**src/rtl/jtag_dr_stream_bridge_if.sv**
```systemverilog
// Stream bundle for jtag_dr_stream_bridge.
//   m_data/m_valid/m_ready : upload FIFO head, valid/ready handshake
//   s_result/s_result_valid: result word loaded into the readback register
// master = bridge side, slave = datapath side.
interface jtag_dr_stream_bridge_if #(
    parameter int IN_WIDTH  = 8,
    parameter int OUT_WIDTH = 16
);
    logic [IN_WIDTH-1:0]  m_data;
    logic                 m_valid;
    logic                 m_ready;
    logic [OUT_WIDTH-1:0] s_result;
    logic                 s_result_valid;

    modport master (output m_data, m_valid, input m_ready, s_result, s_result_valid);
    modport slave  (input m_data, m_valid, output m_ready, s_result, s_result_valid);
endinterface

```
**src/rtl/jtag_dr_stream_bridge.sv**
```systemverilog
// BSCAN USER4 data-register bridge.
// Upload scans of IN_WIDTH bits (LSB first) become words in a FIFO that is
// drained over a valid/ready stream. Readback scans of READ_WIDTH bits shift
// out the result register, optionally topped with 3 status bits.
// Ports:
//   tck, test_logic_reset     : clock, synchronous active-high reset
//   tdi / tdo                 : serial data in / out (tdo = out_sreg[0])
//   run_test_idle             : informational only
//   ir_is_user                : IR holds USER4; DR events ignored when low
//   capture_dr/shift_dr/update_dr : TAP DR state strobes
//   bus                       : stream interface (master modport)
//   overflow, scan_error      : sticky error flags
module jtag_dr_stream_bridge #(
    parameter int IN_WIDTH   = 8,
    parameter int OUT_WIDTH  = 16,
    parameter int FIFO_DEPTH = 16,
    parameter int STATUS_EN  = 0
) (
    input  logic tck,
    input  logic test_logic_reset,
    input  logic tdi,
    output logic tdo,
    input  logic run_test_idle,
    input  logic ir_is_user,
    input  logic capture_dr,
    input  logic shift_dr,
    input  logic update_dr,
    jtag_dr_stream_bridge_if.master bus,
    output logic overflow,
    output logic scan_error
);
    localparam int READ_WIDTH = OUT_WIDTH + 3 * STATUS_EN;
    localparam int MAX_W      = (IN_WIDTH > READ_WIDTH) ? IN_WIDTH : READ_WIDTH;
    localparam int CW         = $clog2(MAX_W + 1);
    localparam int AW         = $clog2(FIFO_DEPTH);

    localparam logic [CW-1:0] CNT_IN  = CW'(IN_WIDTH);
    localparam logic [CW-1:0] CNT_RD  = CW'(READ_WIDTH);
    localparam logic [CW-1:0] CNT_SAT = '1;
    localparam logic [AW:0]   FILL_FULL = (AW+1)'(FIFO_DEPTH);

    // An upload and a readback of equal length could not be told apart.
    if (READ_WIDTH == IN_WIDTH) begin : g_width_err
        $error("jtag_dr_stream_bridge: READ_WIDTH must differ from IN_WIDTH");
    end

    logic unused_in;
    assign unused_in = run_test_idle;

    logic [CW-1:0]         bit_cnt;
    logic [IN_WIDTH-1:0]   in_sreg;
    logic [READ_WIDTH-1:0] out_sreg;
    logic [READ_WIDTH-1:0] frame;
    logic [OUT_WIDTH-1:0]  result;
    logic                  result_valid;

    logic [IN_WIDTH-1:0]   mem [FIFO_DEPTH];
    logic [AW-1:0]         wr_ptr, rd_ptr;
    logic [AW:0]           fill;

    // TAP strobes are mutually exclusive in a real TAP; priority only matters
    // for a misbehaving driver.
    logic dr_cap, dr_shift, dr_upd;
    assign dr_cap   = ir_is_user && capture_dr;
    assign dr_shift = ir_is_user && shift_dr && !capture_dr;
    assign dr_upd   = ir_is_user && update_dr && !capture_dr && !shift_dr;

    logic upd_in, upd_rd, upd_bad;
    assign upd_in  = dr_upd && (bit_cnt == CNT_IN);
    assign upd_rd  = dr_upd && (bit_cnt == CNT_RD);
    assign upd_bad = dr_upd && !upd_in && !upd_rd;

    logic pop, full, push, ovf_set, flag_clr;
    assign pop      = bus.m_valid && bus.m_ready;
    assign full     = (fill == FILL_FULL);
    assign push     = upd_in && (!full || pop);
    assign ovf_set  = upd_in && full && !pop;
    assign flag_clr = upd_rd && (STATUS_EN != 0);

    if (STATUS_EN != 0) begin : g_status
        assign frame = {result_valid, overflow, scan_error, result};
    end else begin : g_plain
        assign frame = result;
    end

    assign tdo         = out_sreg[0];
    assign bus.m_data  = mem[rd_ptr];
    assign bus.m_valid = (fill != '0);

    // Scan shift registers and bit counter
    always_ff @(posedge tck) begin
        if (test_logic_reset) begin
            bit_cnt  <= '0;
            in_sreg  <= '0;
            out_sreg <= '0;
        end else if (!ir_is_user) begin
            bit_cnt <= '0;
        end else if (dr_cap) begin
            bit_cnt  <= '0;
            out_sreg <= frame;
        end else if (dr_shift) begin
            in_sreg  <= {tdi, in_sreg[IN_WIDTH-1:1]};
            out_sreg <= {1'b0, out_sreg[READ_WIDTH-1:1]};
            if (bit_cnt != CNT_SAT)
                bit_cnt <= bit_cnt + 1'b1;
        end
    end

    // Result register
    always_ff @(posedge tck) begin
        if (test_logic_reset) begin
            result       <= '0;
            result_valid <= 1'b0;
        end else if (bus.s_result_valid) begin
            result       <= bus.s_result;
            result_valid <= 1'b1;
        end
    end

    // Sticky flags: a set beats a same-cycle clear
    always_ff @(posedge tck) begin
        if (test_logic_reset) begin
            overflow   <= 1'b0;
            scan_error <= 1'b0;
        end else begin
            if (ovf_set)       overflow <= 1'b1;
            else if (flag_clr) overflow <= 1'b0;
            if (upd_bad)       scan_error <= 1'b1;
            else if (flag_clr) scan_error <= 1'b0;
        end
    end

    // Upload FIFO
    always_ff @(posedge tck) begin
        if (test_logic_reset) begin
            wr_ptr <= '0;
            rd_ptr <= '0;
            fill   <= '0;
            for (int i = 0; i < FIFO_DEPTH; i++) mem[i] <= '0;
        end else begin
            if (push) begin
                mem[wr_ptr] <= in_sreg;
                wr_ptr      <= wr_ptr + 1'b1;
            end
            if (pop)
                rd_ptr <= rd_ptr + 1'b1;
            fill <= fill + (AW+1)'(push) - (AW+1)'(pop);
        end
    end
endmodule

```
**src/flat_wrapper.sv**
```systemverilog
// flat-port wrapper written by rule: the top's interface ports become plain ports
module jtag_dr_stream_bridge_flat 
#(
    parameter int IN_WIDTH   = 8,
    parameter int OUT_WIDTH  = 16,
    parameter int FIFO_DEPTH = 16,
    parameter int STATUS_EN  = 0
)
  (tck, test_logic_reset, tdi, tdo, run_test_idle, ir_is_user, capture_dr, shift_dr, update_dr, overflow, scan_error, bus_m_data, bus_m_valid, bus_m_ready, bus_s_result, bus_s_result_valid);
  jtag_dr_stream_bridge_if #(.IN_WIDTH(IN_WIDTH), .OUT_WIDTH(OUT_WIDTH)) bus_i ();
  input  logic tck;
  input  logic test_logic_reset;
  input  logic tdi;
  output logic tdo;
  input  logic run_test_idle;
  input  logic ir_is_user;
  input  logic capture_dr;
  input  logic shift_dr;
  input  logic update_dr;
  output logic overflow;
  output logic scan_error;
  output wire logic [$bits(bus_i.m_data)-1:0] bus_m_data;
  output wire logic [$bits(bus_i.m_valid)-1:0] bus_m_valid;
  input wire logic [$bits(bus_i.m_ready)-1:0] bus_m_ready;
  input wire logic [$bits(bus_i.s_result)-1:0] bus_s_result;
  input wire logic [$bits(bus_i.s_result_valid)-1:0] bus_s_result_valid;
  assign bus_m_data = bus_i.m_data;
  assign bus_m_valid = bus_i.m_valid;
  assign bus_i.m_ready = bus_m_ready;
  assign bus_i.s_result = bus_s_result;
  assign bus_i.s_result_valid = bus_s_result_valid;
  jtag_dr_stream_bridge #(.IN_WIDTH(IN_WIDTH), .OUT_WIDTH(OUT_WIDTH), .FIFO_DEPTH(FIFO_DEPTH), .STATUS_EN(STATUS_EN)) u_core (.tck(tck), .test_logic_reset(test_logic_reset), .tdi(tdi), .tdo(tdo), .run_test_idle(run_test_idle), .ir_is_user(ir_is_user), .capture_dr(capture_dr), .shift_dr(shift_dr), .update_dr(update_dr), .bus(bus_i), .overflow(overflow), .scan_error(scan_error));
endmodule
```
**config.mk**
```make
export PLATFORM = sky130hd
export DESIGN_NAME = jtag_dr_stream_bridge_flat
export DESIGN_NICKNAME = d
export VERILOG_FILES = /design/src/rtl/jtag_dr_stream_bridge_if.sv /design/src/rtl/jtag_dr_stream_bridge.sv /design/src/flat_wrapper.sv
export SDC_FILE = /design/constraint.sdc
export NUM_CORES = 1
export LEC_CHECK = 0
export ABC_AREA = 1
export BUFFER_PORTS_ARGS = -buffer_cell sky130_fd_sc_hd__buf_2
export CORE_ASPECT_RATIO = 1.4
export CORE_MARGIN = 2
export CORE_UTILIZATION = 30
export CTS_BUF_LIST = sky130_fd_sc_hd__clkbuf_4 sky130_fd_sc_hd__clkbuf_8
export CTS_CLUSTER_DIAMETER = 150
export CTS_CLUSTER_SIZE = 10
export DETAILED_ROUTE_END_ITERATION = 10
export GPL_ROUTABILITY_DRIVEN = 1
export PLACE_DENSITY_LB_ADDON = 0.1
export SLEW_MARGIN = 20
export SYNTH_ARGS = -nofsm -noshare
export SYNTH_HDL_FRONTEND = slang
export SYNTH_SLANG_ARGS = --single-unit
```
**constraint.sdc**
```tcl
create_clock -name tck -period 4.9 [get_ports tck]
set_clock_uncertainty 0.1 [all_clocks]
set_input_delay 0.49 -clock tck [delete_from_list [all_inputs] [get_ports tck]]
set_output_delay 0.49 -clock tck [all_outputs]
set_load 0.01 [all_outputs]
```
==> flow_metrics.env, run 1 <==
export IMPL_status="finished clean"
export IMPL_area_delta_synth_final_pct=9.98
export IMPL_leakagePower_nw=3.54
export IMPL_clock_fmax_mhz=290
export IMPL_rsz0062_at_grt="no"
export IMPL_post_route_cells_drive_above_1_share_pct=11.1
export IMPL_post_dp_hpwl_um=15100
export IMPL_post_cts_setup_buffer_count=0
export IMPL_viasPerCell=4.63
export IMPL_seq_area_mm2=0.00513
export IMPL_fin_crit_sh_pct=70.4
export IMPL_synth_edff_count=128
export IMPL_cts_buffers_inserted=17
export IMPL_ys_warnings_count=0
export IMPL_slew_violations=0
export IMPL_drc=0
export IMPL_synth_top_area_share_pct=43.7
export IMPL_dr_pass1_iters=5
export IMPL_path_class="flip-flop to primary output"
export IMPL_p_per_area_mw_per_mm2=393
export IMPL_ctsHtreeMaxLevel=4
export IMPL_slew_headroom_pct=36.9
export IMPL_synthCells=941
export IMPL_hold_viol_final=0
export IMPL_fin_hold_ws_ps=122
export IMPL_cts_hold_buf=0
export IMPL_ys_seq_area_share_pct=58.3
export IMPL_ioPinCount=38
export IMPL_post_cts_resized=0
export IMPL_fin_setup_tns_ps=0
export IMPL_netlist_top_cells_area="edfxtp_1, dfxtp_1, nor2_1"
export IMPL_path_common_cell="nand3_1"
export IMPL_crit_arrival_ps=2860
export IMPL_hold_path_class="primary input to flip-flop"
export IMPL_cts_path_max_buffers=2
export IMPL_finalCriticalPeriod_ps=3450
export IMPL_wire_per_inst_um=17.5
export IMPL_antenna_found_initial=0
export IMPL_max_cap_violations=0
export IMPL_max_stage_delay_ps=640
export IMPL_ys_ff_latch=192
export IMPL_num_rows=74
export IMPL_track_usage_pct=16.1
export IMPL_dp_cells=1310
export IMPL_crit_path_top_delay_cell="dfxtp_1"
export IMPL_nFillCells=3036
export IMPL_cp_max_fo=40
export IMPL_drtIter0Drc=397
export IMPL_multi_input_area_mm2=0.00319
export IMPL_cts_tree="built"
export IMPL_grt_max_degree=53
export IMPL_ant_nets=0
export IMPL_initial_core_util_pct=30.3
export IMPL_yosysMostFrequentCell="nor2_1"
export IMPL_dieWidth_um=149
export IMPL_syn_avg_cell_area_um2=9.34
export IMPL_synth_fp_nets=982
export IMPL_synth_area_leader_cell="edfxtp_1"
export IMPL_insertion_delay_ps=480
export IMPL_wl_um=23400
export IMPL_ctsRootBufferMaster="clkbuf_8"
export IMPL_final_nets=990
export IMPL_synth_ff_type="edfxtp_1"
export IMPL_grt_pass1_vias=6355
export IMPL_overflow=0
export IMPL_vias=6216
export IMPL_coreArea_mm2=0.0290
export IMPL_tightest_slew_ps=947
export IMPL_ir_drop_mv=0.196
export IMPL_synth_common_cells="nor2_1, nand2_1, edfxtp_1"
export IMPL_grt_first_pass_wirelength_um=36900
export IMPL_gp_congestion=0.787
export IMPL_synth_area_mm2=0.00879
export IMPL_start_kind="flip-flop"
export IMPL_synthArstFlopShare_pct=0
export IMPL_io_buffers=36
export IMPL_antenna_cells=0
export IMPL_crit_required_ps=4310
export IMPL_critPathCaptureType="primary output"
export IMPL_stdcell_count=1342
export IMPL_clkTransAtPathRegs_ps=100
export IMPL_dieArea_mm2=0.0307
export IMPL_setup_viol=0
export IMPL_cts_sinks=192
export IMPL_synth_distinct_cells=32
export IMPL_die_y_um=206
export IMPL_path_cells="clkinv_1, buf_4, nor2_1, o21ai_0, nand3_1, nand3_1, nand2_1, buf_2"
[final timing paths]
kind                                        start                end  slack [ps]  depth (start not counted)
worst min-delay path              bus_s_result[0]    u_core.frame[0]         120                          3
worst max-delay path                    flip-flop      bus_m_data[1]        1450                          8
worst min register to register  u_core.scan_error  u_core.scan_error         360                          2
worst max register to register  u_core.bit_cnt[0]   u_core.mem[0][6]        2150                          9
[cell usage in the layout, fill, tap and decap left out, types with 3 or more instances in the layout]
master,count
buf_2,36
nand2_1,137
o21ai_0,76
ha_1,14
edfxtp_1,128
inv_1,55
clkinv_4,4
xnor2_1,3
clkinv_2,4
o22ai_1,15
buf_4,4
o211ai_1,18
clkbuf_8,22
dfxtp_1,63
nor2_1,233
nor2_2,12
a21oi_1,39
nand3_1,55
xor2_1,3
nand4_4,15
clkinv_1,8
[power breakdown]
part	switching, mW	internal (mW)
Sequential	0.0816	1.83
Combinational	0.557	0.275
Clock	0.581	0.476
[cell families (layout without fill, tap and decap cells)]
| kind of cell | count (synthesis) | count (layout) | share of synthesized area, % |
|---|---|---|---|
| AND/OR/NAND/NOR | 461 | 461 | 24.2 |
| flip-flops | 192 | 192 | 58.3 |
| AO/OA/AOI/OAI | 150 | 150 | 9.33 |
| buffers and inverters | 117 | 138 | 5.34 |
| adder cells (fa/ha/maj) | 15 | 15 | 2.22 |
| XOR/XNOR | 6 | 6 | 0.598 |
[cell type report]
| cell class | instances | share of cell area, % |
|---|---|---|
| Timing Repair Buffer | 41 | 2.38 |
| Tap cell | 380 | 4.92 |
| Inverter | 65 | 2.54 |
| Clock buffer | 23 | 3.21 |
| Sequential cell | 192 | 53.0 |
| Multi-Input combinational cell | 632 | 33.0 |
| Clock inverter | 9 | 0.868 |
[flip-flops by register name (all words and copies together), names as in the netlist, named ones only]
register	cells
u_core.bit_cnt	5
u_core.fill	5
u_core.frame	16
u_core.in_sreg	8
u_core.mem	128
u_core.out_sreg	16
u_core.overflow	1
u_core.rd_ptr	4
u_core.scan_error	1
u_core.wr_ptr	4
[metrics by stage]
stage                     util [%]  worst slack [ps]  total power, mW  area [um^2]
after floorplan                  -              2440             2.51         8790
after global placement        32.0              1770             2.79         9270
after detailed placement      32.0              1750             2.80         9270
after CTS                     33.3              1380             3.86         9660
after global routing          33.3              1170             4.04         9660
final                         33.3              1450             3.80         9660
[metal layers]
layer	GRT usage [%]	up-vias	part of all wire, %
met5	0	-	0
met2	28.8	120	51
met3	2.74	23	3.4
met4	5.31	0	2.3
li1	-	3169	-
met1	19.6	2904	44
[worst max-delay path: cells and delay by family, from the launching register on]
| kind | cells | cell delay, ps |
|---|---|---|
| DFF | 1 | 640 |
| AOI/OAI and AO/OA | 1 | 100 |
| and+or+nand+nor | 4 | 530 |
| buffers and inverters | 3 | 1100 |
Power figures use the tool's default switching activity.
==> run 2: changes to the inputs <==
==> constraint.sdc (replaced) <==
create_clock -name tck -period 3.28 [get_ports tck]
set_clock_uncertainty 0.1 [all_clocks]
set_input_delay 0.328 -clock tck [delete_from_list [all_inputs] [get_ports tck]]
set_output_delay 0.328 -clock tck [all_outputs]
set_load 0.01 [all_outputs]
==> run 2 against run 1 <==
Against the previous run: first-iteration DRC count fell by 42%; count of clock-buffer cells in the layout rose by 1; critical path depth unchanged; worst setup slack got worse by 880 ps; sequential share of layout area is 1.3 points lower; largest power group unchanged; non-clock buffer count up 20; cell count is 1.4% higher; core utilization up 0.85 points; sequential power is 47% higher.
==> flow_metrics.env, run 2 (synthesis results as in run 1) <==
export IMPL_final_common_cell="nor2_1"
export IMPL_insertion_delay_ps=490
export IMPL_p_per_area_mw_per_mm2=590
export IMPL_num_rows=74
export IMPL_initial_core_util_pct=30.3
export IMPL_path_cells="clkinv_1, buf_12, nor2_1, o21ai_0, nand3_1, nand3_1, nand2_1, buf_2"
export IMPL_antenna_found_initial=0
export IMPL_track_usage_pct=16.1
export IMPL_fin_setup_tns_ps=0
export IMPL_path_class="flip-flop to primary output"
export IMPL_ctsRootBufferMaster="clkbuf_8"
export IMPL_ant_nets=0
export IMPL_clock_fmax_mhz=369
export IMPL_dp_cells=1313
export IMPL_grt_first_pass_wirelength_um=36600
export IMPL_fin_crit_sh_pct=82.7
export IMPL_hold_path_class="primary input to flip-flop"
export IMPL_dr_pass1_iters=5
export IMPL_cts_path_max_buffers=2
export IMPL_slew_violations=0
export IMPL_cts_hold_buf=17
export IMPL_final_core_util_pct=34.2
export IMPL_setup_viol=0
export IMPL_ctsHtreeMaxLevel=4
export IMPL_area_delta_synth_final_pct=12.8
export IMPL_crit_path_top_delay_cell="clkinv_1"
export IMPL_drc=0
export IMPL_regMostFlops="u_core.mem"
export IMPL_leakagePower_nw=3.65
export IMPL_die_y_um=206
export IMPL_path_common_cell="nand3_1"
export IMPL_max_cap_violations=0
export IMPL_cts_tree="built"
export IMPL_drtIter0Drc=229
export IMPL_ir_drop_mv=0.314
export IMPL_start_kind="flip-flop"
export IMPL_post_dp_hpwl_um=15000
export IMPL_rsz0062_at_grt="no"
export IMPL_cts_buffers_inserted=17
export IMPL_grt_pass1_vias=6360
export IMPL_comb_power_share_pct=23.1
export IMPL_grt_max_degree=83
export IMPL_vias=6295
export IMPL_antenna_cells=0
export IMPL_coreArea_mm2=0.0290
export IMPL_seqPwrFrac_pct=47.9
export IMPL_finalPower_mw=5.84
export IMPL_max_stage_delay_ps=370
export IMPL_finalCriticalPeriod_ps=2710
export IMPL_layout_common_cells="nor2_1, nand2_1, edfxtp_1"
export IMPL_largest_register_ffs=128
export IMPL_power_switching_mw=1.81
export IMPL_path_buf_inv=3
export IMPL_cp_max_fo=40
export IMPL_stdcell_count=1361
export IMPL_post_cts_resized=0
export IMPL_final_nets=1010
export IMPL_crit_arrival_ps=2280
export IMPL_wire_per_inst_um=17.3
export IMPL_p_int_mw=4.04
export IMPL_clkPwrFrac_pct=29.0
export IMPL_post_cts_setup_buffer_count=0
export IMPL_overflow=0
export IMPL_viasPerCell=4.63
export IMPL_switching_share_pct=30.9
export IMPL_status="finished clean"
export IMPL_ioPinCount=38
export IMPL_clkTransAtPathRegs_ps=100
export IMPL_wl_um=23500
export IMPL_dieWidth_um=149
export IMPL_post_route_cells_drive_above_1_share_pct=11.0
export IMPL_tightest_slew_ps=919
export IMPL_io_buffers=36
export IMPL_critPathTopFamily="buffers and inverters"
export IMPL_gp_congestion=0.751
export IMPL_slew_headroom_pct=38.4
export IMPL_crit_required_ps=2850
export IMPL_critPathCaptureType="primary output"
export IMPL_dieArea_mm2=0.0307
export IMPL_hold_viol_final=0
export IMPL_cts_sinks=192
-- run 2: cell count changes in the layout (fill, tap and decap cells not counted) --
cell / previous run / this run
clkinv_2: 4 / 2
clkinv_4: 4 / 1
inv_1: 55 / 56
clkbuf_8: 22 / 21
buf_4: 4 / 5
buf_12: 1 / 3
dlygate4sd3_1: 0 / 17
bufinv_16: 1 / 3
clkbuf_4: 1 / 3
-- run 2: cell type report --
cell class,instances,area [um^2]
fill,2983,19100
sequential,192,5130
multi-input combinational,632,3190
tap,380,475
timing repair buffer,61,448
clock buffer,24,312
inverter,65,245
clock inverter,7,111
-- run 2: worst paths after layout --
check | from | to | slack, ps | cells after the start
min | ir_is_user | u_core.out_sreg[15] | 110 | 4
max reg2reg | u_core.fill[3] | u_core.fill[4] | 650 | 13
max | flip-flop | bus_m_data[5] | 570 | 8
min reg2reg | u_core.scan_error | u_core.scan_error | 350 | 2
-- run 2: power by group through the flow --
stage | clock (mW) | combinational, mW | sequential [mW]
after detailed placement | 0 | 1.37 | 2.86
after global placement | 0 | 1.36 | 2.86
final | 1.69 | 1.35 | 2.80
after global routing | 1.83 | 1.54 | 2.82
after floorplan | 0 | 0.908 | 2.84
after CTS | 1.75 | 1.39 | 2.80
-- run 2: per-layer routing --
layer  wire length (um)  global-route usage (%)
met5                  0                       0
met4                554                    6.36
met3                573                    2.54
met2              12100                    29.0
met1              10300                    19.1
-- run 2: worst register-to-register path, cell delays in order, from the launching register on --
cell and delay [ps]:
dfxtp_1 330, inv_1 80, ha_1 170, nand3b_1 90
nand2_1 200, inv_1 130, ha_1 290, inv_1 40
ha_1 210, fa_1 430, a21oi_1 150, o21bai_1 100
o21ai_0 160, nor2_1 50
-- run 2: stage by stage --
step / worst slack (ps) / hold WS [ps] / cell area (um^2)
2_1_floorplan: 823 / 297 / 8790
6_report: 568 / 108 / 9910
5_1_grt: 384 / 92.4 / 9910
3_3_place_gp: 669 / 340 / 9320
3_5_place_dp: 641 / 338 / 9320
4_1_cts: 517 / 65.4 / 9910
==> run 3: changes to the inputs <==
--- a/config.mk
+++ b/config.mk
@@ -5,7 +5,7 @@
 export SDC_FILE = /design/constraint.sdc
 export NUM_CORES = 1
 export LEC_CHECK = 0
-export ABC_AREA = 1
+export ABC_AREA = 0
 export BUFFER_PORTS_ARGS = -buffer_cell sky130_fd_sc_hd__buf_2
 export CORE_ASPECT_RATIO = 1.4
 export CORE_MARGIN = 2
==> constraint.sdc (replaced) <==
create_clock -name tck -period 2.6 [get_ports tck]
set_clock_uncertainty 0.1 [all_clocks]
set_input_delay 0.26 -clock tck [delete_from_list [all_inputs] [get_ports tck]]
set_output_delay 0.26 -clock tck [all_outputs]
set_load 0.01 [all_outputs]
==> run 3 against run 2 <==
Against the previous run: the run now ends with setup timing left; die area decreased by 1.1%; critical path depth increased by 5; power increased by 27%; sequential power increased by 27%; flip-flop and latch count unchanged; critical path type is now flip-flop to flip-flop; critical endpoint is now u_core.fill[4]; largest cell class unchanged.
==> flow_metrics.env, run 3 <==
export IMPL_status="complete, but fails checks"
export IMPL_violations="setup timing"
export IMPL_met2_usage_pct=26.4
export IMPL_synth_common_cells="and2_1, edfxtp_1, dfxtp_1"
export IMPL_finalCriticalPeriod_ps=2730
export IMPL_netlist_top_cells_area="edfxtp_1, dfxtp_1, and2_1"
export IMPL_comb_power_share_pct=26.0
export IMPL_rsz0062_at_grt="yes"
export IMPL_largest_register_ffs=128
export IMPL_ctsRootBufferMaster="clkbuf_8"
export IMPL_antenna_found_initial=0
export IMPL_r2r_start="u_core.fill[3]"
export IMPL_layout_common_cells="and2_1, edfxtp_1, dfxtp_1"
export IMPL_p_int_mw=5.22
export IMPL_initial_core_util_pct=30.5
export IMPL_finalPower_mw=7.40
export IMPL_yosysMostFrequentCell="and2_1"
export IMPL_clock_fmax_mhz=366
export IMPL_ir_drop_mv=0.521
export IMPL_grt_use_met3_pct=2.66
export IMPL_fin_hold_ws_ps=87.0
export IMPL_synth_top_area_share_pct=44.2
export IMPL_start_kind="flip-flop"
export IMPL_gp_congestion=0.781
export IMPL_synth_adder_area_share_pct=2.25
export IMPL_insertion_delay_ps=460
export IMPL_wire_per_inst_um=17.7
export IMPL_crit_required_ps=2890
export IMPL_coreArea_mm2=0.0285
export IMPL_synth_ff_type="edfxtp_1"
export IMPL_overflow=0
export IMPL_regMostFlops="u_core.mem"
export IMPL_nFillCells=2867
export IMPL_drc=0
export IMPL_cts_path_max_buffers=2
export IMPL_multi_input_area_mm2=0.00343
export IMPL_dieWidth_um=148
export IMPL_wl_um=20300
export IMPL_slew_headroom_pct=45.6
export IMPL_top_usage_layer="met2"
export IMPL_switching_share_pct=29.5
export IMPL_fin_setup_tns_ps=-141
export IMPL_grt_max_degree=58
export IMPL_final_nets=799
export IMPL_seqPwrFrac_pct=48.0
export IMPL_ys_seq_area_share_pct=59.0
export IMPL_critPathCaptureType="flip-flop"
export IMPL_synthCells=688
export IMPL_syn_avg_cell_area_um2=12.6
export IMPL_synth_xor_area_share_pct=1.11
export IMPL_hold_viol_final=0
export IMPL_synth_top_family_by_area="simple AND/OR/NAND/NOR gates"
export IMPL_die_y_um=205
export IMPL_final_common_cell="and2_1"
export IMPL_synthSimpleGateAreaFrac_pct=18.4
export IMPL_synth_compound_area_share_pct=5.33
export IMPL_min_from="bus_m_ready"
export IMPL_timing_rr_end="u_core.fill[4]"
export IMPL_cts_sinks=192
export IMPL_stdcell_count=1146
export IMPL_ys_ff_latch=192
export IMPL_r2r_cells=13
export IMPL_cp_max_fo=2
export IMPL_slew_violations=0
export IMPL_viasPerCell=4.59
export IMPL_ys_warnings_count=0
export IMPL_ioPinCount=38
export IMPL_stdcell_area_mm2=0.0102
export IMPL_grt_use_met1_pct=16.4
export IMPL_dpl_cell_area_mm2=0.00948
export IMPL_cts_buffers_inserted=17
export IMPL_dp_cells=1090
export IMPL_hold_end="u_core.rd_ptr[1]"
export IMPL_post_route_cells_drive_above_1_share_pct=24.4
export IMPL_synth_mux_area_share_pct=11.2
export IMPL_drtIter0Drc=152
export IMPL_post_dp_hpwl_um=13700
export IMPL_ctsHtreeMaxLevel=4
export IMPL_final_core_util_pct=35.8
export IMPL_max_cap_violations=0
export IMPL_cts_tree="built"
export IMPL_setup_viol=2
export IMPL_synth_edff_count=128
export IMPL_antenna_cells=0
export IMPL_dr_pass1_iters=6
export IMPL_ant_nets=0
export IMPL_num_rows=73
export IMPL_grt_first_pass_wirelength_um=32000
export IMPL_pre_cts_ws_ps=-213
export IMPL_layout_setup_ws_ps=-133
export IMPL_fin_crit_sh_pct=105
export IMPL_vias=5257
export IMPL_r2r_slack_ps=-130
export IMPL_track_usage_pct=14.1
export IMPL_hold_path_class="primary input to flip-flop"
export IMPL_path_class="flip-flop to flip-flop"
export IMPL_grt_pass1_vias=5552
export IMPL_area_delta_synth_final_pct=17.3
export IMPL_seq_area_mm2=0.00513
export IMPL_synth_area_mm2=0.00869
export IMPL_p_per_area_mw_per_mm2=726
export IMPL_synthArstFlopShare_pct=0
export IMPL_clkTransAtPathRegs_ps=100
export IMPL_dieArea_mm2=0.0304
export IMPL_crit_arrival_ps=3020
export IMPL_holdPathStages=3
export IMPL_io_buffers=36
export IMPL_leakagePower_nw=3.72
export IMPL_clkPwrFrac_pct=26.0
export IMPL_synth_area_leader_cell="edfxtp_1"
export IMPL_tightest_slew_ps=814
export IMPL_power_switching_mw=2.18
export IMPL_synth_distinct_cells=40
export IMPL_synth_fp_nets=729
-- run 3: cells by family (layout without fill, tap and decap cells) --
group           Yosys count  in the layout
buf+inv                  58            141
xor+xnor                 11             11
simple gates            276            276
fa+ha+maj                15             15
mux                      57             57
flops                   192            192
compound gates           79             79
-- run 3: final cells by class --
cell class	instances	share of cell area, %
flip-flops and latches	192	50.3
multi-input cells	438	33.7
repair buffers	93	7.00
well taps	375	4.60
clock buffers	18	2.43
clock inverters	14	1.34
inverters	16	0.589
-- run 3: critical path, stage by stage (launching register included) --
cell and delay (ps):
dfxtp_2 340, inv_2 70, ha_4 120, or4b_4 470, nand2_4 90, inv_2 40
ha_4 250, inv_2 30, ha_4 150, fa_2 340, a21oi_2 120, nor2_1 50
or3_1 360, a21oi_1 130
-- run 3: repair_timing --
| action | 4_1_cts | 5_1_grt |
|---|---|---|
| resized for setup | 9 | 8 |
| pin swaps | 6 | 2 |
| gates cloned | 1 | 1 |
| buffers inserted | 3 | 3 |
| hold endpoints to repair | 17 | 0 |
| hold buffers | 17 | 0 |
| endpoints found under the setup margin | 9 | 36 |
-- run 3: worst max-delay path by stage --
stage	from	endpoint	slack (ps)	cells after the start
6_report	u_core.fill[3]	u_core.fill[4]	-130	13
5_1_grt	u_core.fill[3]	u_core.fill[4]	-250	13
4_1_cts	u_core.fill[3]	u_core.fill[4]	-180	13
3_5_place_dp	u_core.fill[2]	u_core.fill[4]	-210	13
3_3_place_gp	u_core.fill[3]	u_core.fill[4]	-150	13
2_1_floorplan	u_core.fill[3]	u_core.fill[4]	-190	14
-- run 3: power groups by stage --
stage                     combinational, mW  clock [mW]  sequential (mW)
after floorplan                        1.18           0             3.57
after global placement                 1.69           0             3.61
after detailed placement               1.73           0             3.62
after CTS                              1.89        2.00             3.56
after global routing                   2.10        2.12             3.58
final                                  1.93        1.92             3.55
-- run 3: per-layer routing --
| metal | up-vias | routed length [um] |
|---|---|---|
| li1 | 2581 | - |
| met1 | 2587 | 8530 |
| met2 | 75 | 11100 |
| met3 | 14 | 427 |
| met4 | 0 | 259 |
| met5 | - | 0 |
